$ cat src/rtl/mac_dot_engine.sv
// mac_dot_engine: multi-lane unsigned dot-product MAC; results leave on a valid/ready port.
// Optional build macro MAC_SAT_EN: clamp the accumulator on overflow instead of wrapping.
module mac_dot_engine #(
    parameter int DATA_W = 8,
    parameter int LANES  = 2,
    parameter int ACC_W  = 24
) (
    input  logic                    clk,
    input  logic                    rst_n,
    input  logic                    in_valid,
    output logic                    in_ready,
    input  logic [LANES*DATA_W-1:0] in_a,
    input  logic [LANES*DATA_W-1:0] in_b,
    input  logic                    in_last,
    output logic                    out_valid,
    input  logic                    out_ready,
    output logic [ACC_W-1:0]        out_data,
    output logic                    out_ovf
);

    localparam int PSUM_W = 2*DATA_W + $clog2(LANES);

    generate
        if (ACC_W < PSUM_W) begin : g_acc_w_check
            $error("mac_dot_engine: ACC_W must be >= 2*DATA_W + clog2(LANES)");
        end
    endgenerate

    typedef enum logic [1:0] {S_IDLE, S_ACCUM, S_DONE} state_t;

    state_t                    r_state;
    logic                      r_in_valid;
    logic                      r_in_last;
    logic [LANES*DATA_W-1:0]   r_a;
    logic [LANES*DATA_W-1:0]   r_b;
    logic                      r_p1_valid;
    logic                      r_p1_last;
    logic [PSUM_W-1:0]         r_psum;
    logic [ACC_W-1:0]          r_acc;
    logic                      r_ovf;
    logic                      r_out_valid;

    logic                      w_stall;
    logic [2*DATA_W-1:0]       w_prod [LANES];
    logic [PSUM_W-1:0]         w_psum;
    logic [ACC_W:0]            w_sum;
    logic                      w_carry;
    logic [ACC_W-1:0]          w_fold;
    logic [ACC_W-1:0]          w_start;

    // A presented result that is not taken freezes the whole pipeline.
    assign w_stall   = r_out_valid && !out_ready;
    assign in_ready  = !w_stall;
    assign out_valid = r_out_valid;
    assign out_data  = r_acc;
    assign out_ovf   = r_ovf;

    genvar gi;
    generate
        for (gi = 0; gi < LANES; gi++) begin : g_lane
            assign w_prod[gi] = {{DATA_W{1'b0}}, r_a[gi*DATA_W +: DATA_W]}
                              * {{DATA_W{1'b0}}, r_b[gi*DATA_W +: DATA_W]};
        end
    endgenerate

    always_comb begin
        w_psum = '0;
        for (int k = 0; k < LANES; k++) begin
            w_psum = w_psum + PSUM_W'(w_prod[k]);
        end
    end

    assign w_sum   = {1'b0, r_acc} + (ACC_W+1)'(r_psum);
    assign w_carry = w_sum[ACC_W];
    assign w_start = ACC_W'(r_psum);

`ifdef MAC_SAT_EN
    // Once clamped, the accumulator stays at full scale until the group ends.
    assign w_fold = (w_carry || r_ovf) ? {ACC_W{1'b1}} : w_sum[ACC_W-1:0];
`else
    assign w_fold = w_sum[ACC_W-1:0];
`endif

    always_ff @(posedge clk or negedge rst_n) begin
        if (!rst_n) begin
            r_state     <= S_IDLE;
            r_in_valid  <= 1'b0;
            r_in_last   <= 1'b0;
            r_a         <= '0;
            r_b         <= '0;
            r_p1_valid  <= 1'b0;
            r_p1_last   <= 1'b0;
            r_psum      <= '0;
            r_acc       <= '0;
            r_ovf       <= 1'b0;
            r_out_valid <= 1'b0;
        end else if (!w_stall) begin
            r_in_valid <= in_valid;
            if (in_valid) begin
                r_a       <= in_a;
                r_b       <= in_b;
                r_in_last <= in_last;
            end

            r_p1_valid <= r_in_valid;
            if (r_in_valid) begin
                r_psum    <= w_psum;
                r_p1_last <= r_in_last;
            end

            case (r_state)
                S_IDLE: begin
                    if (r_p1_valid) begin
                        r_acc       <= w_start;
                        r_ovf       <= 1'b0;
                        r_state     <= r_p1_last ? S_DONE : S_ACCUM;
                        r_out_valid <= r_p1_last;
                    end
                end
                S_ACCUM: begin
                    if (r_p1_valid) begin
                        r_acc <= w_fold;
                        r_ovf <= r_ovf | w_carry;
                        if (r_p1_last) begin
                            r_state     <= S_DONE;
                            r_out_valid <= 1'b1;
                        end
                    end
                end
                S_DONE: begin
                    // Not stalled here means the result is being taken this cycle.
                    if (r_p1_valid) begin
                        r_acc       <= w_start;
                        r_ovf       <= 1'b0;
                        r_state     <= r_p1_last ? S_DONE : S_ACCUM;
                        r_out_valid <= r_p1_last;
                    end else begin
                        r_acc       <= '0;
                        r_ovf       <= 1'b0;
                        r_state     <= S_IDLE;
                        r_out_valid <= 1'b0;
                    end
                end
                default: begin
                    r_state     <= S_IDLE;
                    r_out_valid <= 1'b0;
                end
            endcase
        end
    end

endmodule
$ cat config.mk
export PLATFORM = sky130hd
export DESIGN_NAME = mac_dot_engine
export DESIGN_NICKNAME = d
export VERILOG_FILES = /design/src/rtl/mac_dot_engine.sv
export SDC_FILE = /design/constraint.sdc
export NUM_CORES = 1
export LEC_CHECK = 0
export ABC_CLOCK_PERIOD_IN_PS = 8400
export CORE_MARGIN = 10
export CORE_UTILIZATION = 44
export DETAILED_ROUTE_END_ITERATION = 12
export PLACE_DENSITY_LB_ADDON = 0.25
export SYNTH_ARGS = -nofsm -noshare
export SYNTH_HDL_FRONTEND = slang
export SYNTH_SLANG_ARGS = --single-unit
export TNS_END_PERCENT = 30
$ cat constraint.sdc
create_clock -name clk -period 8.4 [get_ports clk]
set_clock_uncertainty 0.2 [all_clocks]
set_input_delay 1.26 -clock clk [delete_from_list [all_inputs] [get_ports clk]]
set_output_delay 1.26 -clock clk [all_outputs]
set_load 0.1 [all_outputs]
==> impl_results.md <==
- Hold Crit Class: flip-flop to flip-flop
- # setup viols final: 0
- Die height: 159 µm
- Sequential-to-total area share from yosys stat: about a quarter
- WP data arrival: 5.99 ns
- Hold Vio Cnt, Final: 0
- 1st-iter DRT viols: between 300 and 400
- Setup WS post-layout: 2.39 ns
- Clock slew at reported path FFs: 0.07 ns
- Vias in the first global route: 6266
- EDFF count, synth: 0
- CP dominant cell by count: fa_1
- GPL Wtd Cong: approximately 0.89
- DRC violation count after routing: 0
- CP max FO: 9
- Core area: 18800 µm²
- Max_slew headroom: roughly 34%
- # diodes: 0
- Global-route wire length before repair: 32.1 mm
- Setup Buffers After CTS: 0
- Async SR Flop Fraction: between 90% and 100%
- Mean number of vias per cell: 5.22
- Synth-to-Final Area Change: 14.4%
- I/O Pins: 64
- Die area: 25200 µm²
- CP required: roughly 8.4 ns
- Commonest non-fill, non-tap cell in the layout: inv_1
- Root buffer cell: clkbuf_16
- Gr usage total: 16.1%
- Max Transition Viols Final: 0
- F_max: 166 MHz
- Crit end category: flip-flop
- Flops & latches, synth: 80
- CTS tree: yes
- PostCTS Resize Cnt: 0
- DR vias: 6265
- Outcome: finished, final reports clean
- Routed WL per cell: 15.9 µm
- Post-Route WL: 19.0 mm
- Cell area after synthesis: 8460 µm²
- Clock sink count: 80
- RSZ-0062 raised after global routing: false
- Post-layout min period: 6.01 ns
- Post-CTS Hold Buffers: 0
- Layout cells sized above 1: 6.81%
- Avg Cell Area, Syn: 9.65 µm²
- Slew @ Worst Pin: 0.985 ns
- Antenna viol nets, final: 0
- R2R Setup Slk: 2.39 ns
- Sequential Area: 2000 µm²
- CTS buffer count: 9
- Worst Path Class, Setup: flip-flop to flip-flop
- Initial core utilization: 44.9%
- Die width: 159 µm
- Clk buf depth: 2
- Critical-path top delay cell: fa_1
- Commonest cells after routing, fill and taps aside: 143 x inv_1, 98 x fa_1, 86 x ha_1
- Synthesized Nets: 1097
- # fillers: 1727
- Initial antenna violation count: 0
- Largest net degree at the start of global routing: 55
- Dpl hpwl: 15.1 mm
- GRT overflow: 0
- Worst hold margin: around 0.31 ns
- H-tree depth: 3
- Post-synth top flop: dfrtp_1
- Period utilization: 71.5%
- Max cap viols: 0
- Largest stage delay, worst path: between 0.5 and 0.6 ns
- Netlist cell types: 49
- Cells after Synth: 876
- Worst-Skew Late Latency: 0.35 ns
- Setup TNS: 0 ns
- Drt pass-1 iters: 4
- Footprint of the multi-input gates: between 5000 and 6000 µm²
- Setup WS pre-CTS: approximately 2.4 ns
- Startpoint type of the worst setup path: flip-flop
- Buffers on Ports: 63
- Critical-path cell list: and2_1 -> fa_1 -> inv_1 -> fa_1 -> inv_1 -> fa_1 -> fa_1 -> fa_1 -> inv_1 -> fa_1 -> inv_1 -> ha_1 -> or3_1 -> a211oi_1 -> o21ai_0 -> a31oi_1 -> xor2_1 -> o21ai_0
- Layout Nets: 1156
- Synth warn: 0
- Row cnt: 50
==> flip-flops by register name, summed over array words and instances (netlist names), 16 cells and up <==
| signal | count |
|---|---|
| out_data | 24 |
| r_a | 16 |
| r_b | 16 |
| r_psum | 17 |
==> cell usage after synthesis, types with 2 or more instances <==
| master | n | share of area, % |
|---|---|---|
| o2111ai_1 | 4 | 0.41 |
| or2b_1 | 2 | 0.18 |
| and3_1 | 7 | 0.52 |
| nand2_1 | 78 | 3.5 |
| o211ai_1 | 4 | 0.36 |
| a21o_1 | 15 | 1.3 |
| clkbuf_1 | 17 | 0.75 |
| a211o_1 | 3 | 0.31 |
| xnor2_1 | 9 | 0.93 |
| a31oi_1 | 4 | 0.30 |
| nand3_1 | 4 | 0.24 |
| nand2b_1 | 5 | 0.37 |
| o21ai_2 | 2 | 0.21 |
| nor3_1 | 11 | 0.65 |
| ha_1 | 86 | 13 |
| fa_1 | 98 | 23 |
| a211oi_1 | 4 | 0.36 |
| dfrtp_1 | 80 | 24 |
| or3_1 | 5 | 0.37 |
| and2_1 | 85 | 6.3 |
| nor2_1 | 37 | 1.6 |
| or4_1 | 2 | 0.18 |
| inv_1 | 143 | 6.3 |
| xor2_1 | 16 | 1.7 |
| a21oi_1 | 33 | 2.0 |
| o21bai_1 | 3 | 0.27 |
| mux2_2 | 38 | 5.1 |
| o21a_1 | 9 | 0.80 |
| o21ai_0 | 42 | 2.5 |
| mux2i_1 | 2 | 0.24 |
| nor4_1 | 2 | 0.15 |
| a221oi_1 | 8 | 0.83 |
| o31a_1 | 2 | 0.21 |
==> layout make-up <==
type                       instances  area share [%]
sequential                        80            20.7
multi-input combinational        635            60.5
inverter                         143            5.55
timing repair buffer              66            6.72
clock inverter                     6           0.750
clock buffer                      10            2.47
tap                              260            3.36
==> cells by family (layout without fill, tap and decap cells) <==
logic type / after synthesis / after routing / synth area share, %
simple gates: 241 / 241 / 14.3
mux: 40 / 40 / 5.30
flops: 80 / 80 / 23.7
buf+inv: 161 / 225 / 7.16
fa+ha+maj: 184 / 184 / 35.9
xor+xnor: 25 / 25 / 2.59
compound gates: 145 / 145 / 11.1
==> stage by stage <==
step / utilization, % / std cells / instance area, µm²
floorplan: - / 876 / 8460
global route: 51.4 / 1200 / 9680
CTS: 51.4 / 1200 / 9680
global placement: 49.7 / 1184 / 9360
finish: 51.4 / 1200 / 9680
detailed placement: 49.7 / 1184 / 9360
==> layer usage <==
| layer | vias up | GRT usage, % | part of all wire, % |
|---|---|---|---|
| li1 | 2980 | - | - |
| met1 | 3156 | 22.6 | 48 |
| met4 | 0 | 5.51 | 1.9 |
| met3 | 22 | 2.46 | 3.7 |
| met2 | 107 | 24.6 | 47 |
| met5 | - | 0 | 0 |
==> critical path: cells and delay by family (launching register included) <==
kind,cells,cell delay (ns)
simple gates,2,0.60
compound gates,4,0.94
xor+xnor,1,0.15
flops,1,0.46
fa+ha+maj,7,3.29
buf+inv,4,0.19
==> final timing paths <==
kind / from / end / depth (start not counted)
min in group asynchronous: rst_n / r_in_last$_DFFE_PN0P_ / 1
hold reg to reg: r_in_last$_DFFE_PN0P_ / r_in_last$_DFFE_PN0P_ / 1
hold / removal: r_in_last$_DFFE_PN0P_ / r_in_last$_DFFE_PN0P_ / 1
max in group asynchronous: rst_n / r_a[9]$_DFFE_PN0P_ / 2
setup / recovery: r_b[4]$_DFFE_PN0P_ / r_psum[13]$_DFFE_PN0P_ / 18
setup reg to reg: r_b[4]$_DFFE_PN0P_ / r_psum[13]$_DFFE_PN0P_ / 18
Power is left out: the tool's default activity adds up to more than one toggle a clock period on the data nets, which glitch-free logic cannot reach.
